--- src/rtl/mem_port_arbiter_if.sv ---
// mem_port_arbiter_if: bundles the fetch port, the MEM-stage load/store port,
// the unified RAM port and the pipeline stall outputs of mem_port_arbiter.
//   slave  : arbiter side (drives rdata/ready, ram_*, stall_*)
//   master : environment side (requesters + RAM)
interface mem_port_arbiter_if;
  // fetch port
  logic        if_req;
  logic [31:0] if_addr;
  logic [31:0] if_rdata;
  logic        if_ready;
  // MEM-stage port (EX/MEM register outputs)
  logic        mem_read;
  logic        mem_write;
  logic [31:0] mem_addr;
  logic [31:0] mem_wdata;
  logic [31:0] mem_rdata;
  logic        mem_ready;
  // RAM port
  logic        ram_req;
  logic        ram_we;
  logic [31:0] ram_addr;
  logic [31:0] ram_wdata;
  logic [31:0] ram_rdata;
  logic        ram_ack;
  // pipeline freeze
  logic        stall_if;
  logic        stall_mem;

  modport slave (
    input  if_req, if_addr, mem_read, mem_write, mem_addr, mem_wdata,
           ram_rdata, ram_ack,
    output if_rdata, if_ready, mem_rdata, mem_ready,
           ram_req, ram_we, ram_addr, ram_wdata, stall_if, stall_mem
  );

  modport master (
    output if_req, if_addr, mem_read, mem_write, mem_addr, mem_wdata,
           ram_rdata, ram_ack,
    input  if_rdata, if_ready, mem_rdata, mem_ready,
           ram_req, ram_we, ram_addr, ram_wdata, stall_if, stall_mem
  );
endinterface

--- src/rtl/mem_port_arbiter.sv ---
// mem_port_arbiter: shares one single-port RAM between instruction fetch and
// the MEM-stage load/store. MEM wins arbitration; each access is registered
// onto the ram_* outputs, held until ram_ack, then answered with a one-cycle
// ready pulse. stall_if / stall_mem freeze the pipeline while waiting.
//
// Ports:
//   clk    clock
//   reset  asynchronous, active-low reset
//   bus    mem_port_arbiter_if.slave (fetch, load/store, RAM, stall signals)
//
// Parameter:
//   STARVE_LIMIT (1..15) consecutive MEM grants tolerated while IF waits
//
// Build option:
//   ARB_FAIRNESS_EN  when defined, a starvation counter forces an IF grant
//                    after STARVE_LIMIT back-to-back MEM grants; when
//                    undefined, MEM has strict priority.
module mem_port_arbiter #(
  parameter int STARVE_LIMIT = 4
) (
  input logic          clk,
  input logic          reset,
  mem_port_arbiter_if.slave bus
);

  if (STARVE_LIMIT < 1 || STARVE_LIMIT > 15) begin : g_bad_limit
    $error("mem_port_arbiter: STARVE_LIMIT must be in 1..15");
  end

  typedef enum logic [2:0] {IDLE, BUSY_IF, BUSY_MEM, RESP_IF, RESP_MEM} state_t;

  state_t state, state_nxt;
  logic   mem_pend;
  logic   grant_if;
  logic   grant_mem;
  logic   if_force;

  assign mem_pend = bus.mem_read | bus.mem_write;

`ifdef ARB_FAIRNESS_EN
  // Counts MEM grants taken while IF was waiting; reaching the limit hands
  // the next contested slot to IF.
  logic [3:0] starve_cnt;

  always_ff @(posedge clk or negedge reset) begin
    if (!reset)         starve_cnt <= '0;
    else if (grant_if)  starve_cnt <= '0;
    else if (grant_mem) starve_cnt <= bus.if_req ? starve_cnt + 4'd1 : 4'd0;
  end

  assign if_force = bus.if_req & mem_pend & (starve_cnt == 4'(STARVE_LIMIT));
`else
  assign if_force = 1'b0;
`endif

  always_comb begin
    state_nxt = state;
    grant_if  = 1'b0;
    grant_mem = 1'b0;
    case (state)
      IDLE: begin
        if (if_force) begin
          grant_if  = 1'b1;
          state_nxt = BUSY_IF;
        end else if (mem_pend) begin
          grant_mem = 1'b1;
          state_nxt = BUSY_MEM;
        end else if (bus.if_req) begin
          grant_if  = 1'b1;
          state_nxt = BUSY_IF;
        end
      end
      BUSY_IF:  if (bus.ram_ack) state_nxt = RESP_IF;
      BUSY_MEM: if (bus.ram_ack) state_nxt = RESP_MEM;
      RESP_IF:  state_nxt = IDLE;
      RESP_MEM: state_nxt = IDLE;
      default:  state_nxt = IDLE;
    endcase
  end

  always_ff @(posedge clk or negedge reset) begin
    if (!reset) state <= IDLE;
    else        state <= state_nxt;
  end

  // RAM request registers: loaded on grant, frozen until ram_ack.
  always_ff @(posedge clk or negedge reset) begin
    if (!reset) begin
      bus.ram_req   <= 1'b0;
      bus.ram_we    <= 1'b0;
      bus.ram_addr  <= '0;
      bus.ram_wdata <= '0;
    end else if (grant_mem) begin
      bus.ram_req   <= 1'b1;
      bus.ram_we    <= bus.mem_write;  // read+write together acts as a store
      bus.ram_addr  <= bus.mem_addr;
      bus.ram_wdata <= bus.mem_wdata;
    end else if (grant_if) begin
      bus.ram_req   <= 1'b1;
      bus.ram_we    <= 1'b0;
      bus.ram_addr  <= bus.if_addr;
    end else if ((state == BUSY_IF || state == BUSY_MEM) && bus.ram_ack) begin
      bus.ram_req   <= 1'b0;
      bus.ram_we    <= 1'b0;
    end
  end

  // Read data capture; a store leaves mem_rdata untouched.
  always_ff @(posedge clk or negedge reset) begin
    if (!reset) begin
      bus.if_rdata  <= '0;
      bus.mem_rdata <= '0;
    end else if (bus.ram_ack) begin
      if (state == BUSY_IF)                  bus.if_rdata  <= bus.ram_rdata;
      if (state == BUSY_MEM && !bus.ram_we)  bus.mem_rdata <= bus.ram_rdata;
    end
  end

  assign bus.if_ready  = (state == RESP_IF);
  assign bus.mem_ready = (state == RESP_MEM);

  assign bus.stall_if  = bus.if_req & ~bus.if_ready;
  assign bus.stall_mem = mem_pend & ~bus.mem_ready;

endmodule

--- src/flat_wrapper.sv ---
// flat-port wrapper written by rule: the top's interface ports become plain ports
module mem_port_arbiter_flat 
#(
  parameter int STARVE_LIMIT = 4
)
  (clk, reset, bus_if_req, bus_if_addr, bus_mem_read, bus_mem_write, bus_mem_addr, bus_mem_wdata, bus_ram_rdata, bus_ram_ack, bus_if_rdata, bus_if_ready, bus_mem_rdata, bus_mem_ready, bus_ram_req, bus_ram_we, bus_ram_addr, bus_ram_wdata, bus_stall_if, bus_stall_mem);
  mem_port_arbiter_if bus_i ();
  input logic clk;
  input logic reset;
  input wire logic [$bits(bus_i.if_req)-1:0] bus_if_req;
  input wire logic [$bits(bus_i.if_addr)-1:0] bus_if_addr;
  input wire logic [$bits(bus_i.mem_read)-1:0] bus_mem_read;
  input wire logic [$bits(bus_i.mem_write)-1:0] bus_mem_write;
  input wire logic [$bits(bus_i.mem_addr)-1:0] bus_mem_addr;
  input wire logic [$bits(bus_i.mem_wdata)-1:0] bus_mem_wdata;
  input wire logic [$bits(bus_i.ram_rdata)-1:0] bus_ram_rdata;
  input wire logic [$bits(bus_i.ram_ack)-1:0] bus_ram_ack;
  output wire logic [$bits(bus_i.if_rdata)-1:0] bus_if_rdata;
  output wire logic [$bits(bus_i.if_ready)-1:0] bus_if_ready;
  output wire logic [$bits(bus_i.mem_rdata)-1:0] bus_mem_rdata;
  output wire logic [$bits(bus_i.mem_ready)-1:0] bus_mem_ready;
  output wire logic [$bits(bus_i.ram_req)-1:0] bus_ram_req;
  output wire logic [$bits(bus_i.ram_we)-1:0] bus_ram_we;
  output wire logic [$bits(bus_i.ram_addr)-1:0] bus_ram_addr;
  output wire logic [$bits(bus_i.ram_wdata)-1:0] bus_ram_wdata;
  output wire logic [$bits(bus_i.stall_if)-1:0] bus_stall_if;
  output wire logic [$bits(bus_i.stall_mem)-1:0] bus_stall_mem;
  assign bus_i.if_req = bus_if_req;
  assign bus_i.if_addr = bus_if_addr;
  assign bus_i.mem_read = bus_mem_read;
  assign bus_i.mem_write = bus_mem_write;
  assign bus_i.mem_addr = bus_mem_addr;
  assign bus_i.mem_wdata = bus_mem_wdata;
  assign bus_i.ram_rdata = bus_ram_rdata;
  assign bus_i.ram_ack = bus_ram_ack;
  assign bus_if_rdata = bus_i.if_rdata;
  assign bus_if_ready = bus_i.if_ready;
  assign bus_mem_rdata = bus_i.mem_rdata;
  assign bus_mem_ready = bus_i.mem_ready;
  assign bus_ram_req = bus_i.ram_req;
  assign bus_ram_we = bus_i.ram_we;
  assign bus_ram_addr = bus_i.ram_addr;
  assign bus_ram_wdata = bus_i.ram_wdata;
  assign bus_stall_if = bus_i.stall_if;
  assign bus_stall_mem = bus_i.stall_mem;
  mem_port_arbiter #(.STARVE_LIMIT(STARVE_LIMIT)) u_core (.clk(clk), .reset(reset), .bus(bus_i));
endmodule
--- config.mk ---
export PLATFORM = sky130hd
export DESIGN_NAME = mem_port_arbiter_flat
export DESIGN_NICKNAME = d
export VERILOG_FILES = /design/src/rtl/mem_port_arbiter_if.sv /design/src/rtl/mem_port_arbiter.sv /design/src/flat_wrapper.sv
export SDC_FILE = /design/constraint.sdc
export NUM_CORES = 1
export LEC_CHECK = 0
export ABC_AREA = 1
export CORE_MARGIN = 1.5
export CORE_UTILIZATION = 35
export CTS_CLUSTER_DIAMETER = 40
export DETAILED_ROUTE_END_ITERATION = 8
export GPL_ROUTABILITY_DRIVEN = 0
export GPL_TIMING_DRIVEN = 0
export HOLD_SLACK_MARGIN = 0.03
export PLACE_DENSITY = 0.7
export RECOVER_POWER = 50
export SLEW_MARGIN = 0
export SYNTH_ARGS = -nofsm -noshare
export SYNTH_HDL_FRONTEND = slang
export SYNTH_SLANG_ARGS = --single-unit
--- constraint.sdc ---
create_clock -name clk -period 1.88 [get_ports clk]
set_input_delay 0.376 -clock clk [delete_from_list [all_inputs] [get_ports clk]]
set_output_delay 0.376 -clock clk [all_outputs]
set_load 0.02 [all_outputs]
==> flow_metrics.env <==
export IMPL_wl_per_cell_um=14.4
export IMPL_fin_util_pct=58.3
export IMPL_period_minus_slack_ns=1.81
export IMPL_avgSynthCellArea_um2=8.14
export IMPL_fillCellCount=1435
export IMPL_synth_area_um2=5670
export IMPL_dieArea_um2=17000
export IMPL_hold_class="input pin to flip-flop"
export IMPL_cts_buffer_depth=2
export IMPL_clk_pin_slew_ns=0.06
export IMPL_insertion_delay_ns=0.41
export IMPL_fin_ws_ns=0.0715
export IMPL_nNetsFinal=1119
export IMPL_worst_slew_pin_transition_ns=0.813
export IMPL_finalPower_w=0.0159
export IMPL_cp_data_arrival_time_ns=1.43
export IMPL_rrSetupSlack_ns=0.17
export IMPL_setup_viol=0
export IMPL_grt_overflow=0
export IMPL_rsz0062_at_grt="no"
export IMPL_viasPerCell=4.45
export IMPL_yosysSeqAreaShare_pct=58.7
export IMPL_pre_cts_slack_ns=-0.657
export IMPL_clock_fmax_mhz=553
export IMPL_layout_drive_gt1_share_pct=10.5
export IMPL_multiInputGateArea_um2=2040
export IMPL_die_x_um=130
export IMPL_ys_warn_count=0
export IMPL_first_pass_iters=4
export IMPL_p_leak_nw=4.67
export IMPL_antenna_found_initial=0
export IMPL_ant_nets=0
export IMPL_grt_pass1_wl_um=27300
export IMPL_crit_path_max_fanout=10
export IMPL_io_pins=268
export IMPL_syn_instance_count=696
export IMPL_cts_sinks=133
export IMPL_maxCapViolCount=0
export IMPL_n_antenna_cell=0
export IMPL_crit_path_start_kind="input pin"
export IMPL_dpl_instance_area_um2=8630
export IMPL_initial_core_util_pct=35.8
export IMPL_htreeDepth=4
export IMPL_ys_types=13
export IMPL_core_um2=15800
export IMPL_min_path_cells=3
export IMPL_power_density_nw_per_um2=1720
export IMPL_finalWirelength_um=17500
export IMPL_rows=46
export IMPL_vias=5406
export IMPL_path_class="input pin to output pin"
export IMPL_synth_seq_cells=133
export IMPL_r2r_cells=7
export IMPL_track_usage_pct=20.9
export IMPL_area_delta_synth_final_pct=62.9
export IMPL_die_height_um=130
export IMPL_grt_max_degree=78
export IMPL_portBuffers=266
export IMPL_maxSlewViolCount=0
export IMPL_drc=0
export IMPL_dp_hpwl_um=12700
export IMPL_cts_tree="done"
export IMPL_cp_required_ns=1.50
export IMPL_post_route_period_util_pct=96.2
export IMPL_setup_worst_path_end_class="output pin"
export IMPL_drt_initial_drc_count=201
export IMPL_peakVddDrop_uv=713
export IMPL_grt_pass1_vias=5205
export IMPL_seq_area_um2=3330
export IMPL_design_area_um2=9230
export IMPL_fin_worst_skew_ns=0.00942
export IMPL_synth_fp_nets=830
export IMPL_status="finished clean"
export IMPL_max_slew_margin_pct=45.8
export IMPL_root_buffer="clkbuf_16"
export IMPL_cts_buffers_inserted=17
export IMPL_hold_viol=0
final cells by class:
type	instances	share of cell area (%)
sequential	133	36.1
multi-input combinational	484	22.1
inverter	44	1.79
tap	216	2.93
buffer	35	1.78
clock buffer	20	4.95
timing repair buffer	270	29.2
clock inverter	12	1.14
through the flow:
stage | hold WS, ns | instances | TNS, ns
finish | 0.315 | 1214 | 0
detailed placement | 0.377 | 1179 | -2.41
floorplan | 0.0804 | 696 | 0
global placement | 0.452 | 1178 | -676.06
CTS | 0.299 | 1214 | 0
global route | 0.322 | 1214 | 0
Yosys cell counts (all sizes together):
| cell | instances | area share [%] |
|---|---|---|
| nand2 | 372 | 25 |
| dfrtp | 133 | 59 |
| nand3 | 71 | 6.3 |
| inv | 44 | 2.9 |
| or2 | 32 | 3.5 |
| buf | 26 | 2.3 |
| clkbuf | 9 | 0.60 |
| nor2 | 6 | 0.66 |
| nor3 | 3 | 0.35 |
repair_timing:
action | in CTS | in global routing
resized for setup | 18 | 5
cloned | 0 | 0
pin swaps | 1 | 0
hold buffers | 1 | 0
setup endpoints to repair | 5 | 3
hold endpoints to repair | 56 | 0
buffers inserted | 2 | 0
where the power goes:
group	internal [W]	switching [W]	total (W)	leakage [nW]
clock	0.00188	0.00126	0.00315	0.264
sequential	0.00421	0.000733	0.00494	1.66
combinational	0.00339	0.00438	0.00777	2.75
total	0.00948	0.00638	0.0159	4.67
kinds of logic after synthesis:
logic type             count (synthesis)  share of synthesized area (%)
buffers and inverters                 79                           5.81
flip-flops                           133                           58.7
AND/OR/NAND/NOR                      484                           35.5
placed cells by master (no fill, tap or decap), types with 3 or more instances in the layout:
cell type,netlist,final
clkbuf_1,9,12
or2_2,32,32
clkinvlp_4,0,5
nand2_1,372,372
nor2_1,2,3
dfrtp_1,133,132
clkinv_2,0,4
inv_2,5,3
clkbuf_2,0,7
clkdlybuf4s50_1,0,260
nand3_1,71,71
buf_2,26,19
nor3_4,0,3
clkbuf_16,0,17
inv_1,39,41
path summary, 6_finish.rpt:
path,from,endpoint
worst max-delay path,bus_mem_write,bus_stall_mem
worst min-delay path,bus_ram_ack,u_core.bus.if_rdata[0]
worst max register to register,u_core.state[0],u_core.bus.ram_wdata[26]
worst min register to register,u_core.bus.if_rdata[0],u_core.bus.if_rdata[0]
max in group asynchronous,reset,u_core.state[2]
min in group asynchronous,reset,u_core.bus.if_rdata[8]
registers in the layout, indices dropped and copies added, names as in the netlist:
register,count
u_core.bus.if_rdata,32
u_core.bus.mem_rdata,32
u_core.bus.ram_addr,32
u_core.bus.ram_wdata,32
u_core.state,3
u_core.bus.ram_req,1
u_core.bus.ram_we,1
worst max-delay path: stages:
cell and delay [ns]:
clkdlybuf4s50_1 0.54, nor2_4 0.05, clkbuf_4 0.18, nor2_1 0.12, buf_2 0.17
per-layer routing:
| layer | global-route usage, % | vias up | wire length (um) |
|---|---|---|---|
| met2 | 34.2 | 163 | 8560 |
| met1 | 26.2 | 2516 | 7430 |
| met5 | 0 | - | 0 |
| li1 | - | 2697 | - |
| met4 | 9.15 | 0 | 416 |
| met3 | 5.45 | 30 | 1040 |
No activity file was read; power rests on OpenSTA's default activity.
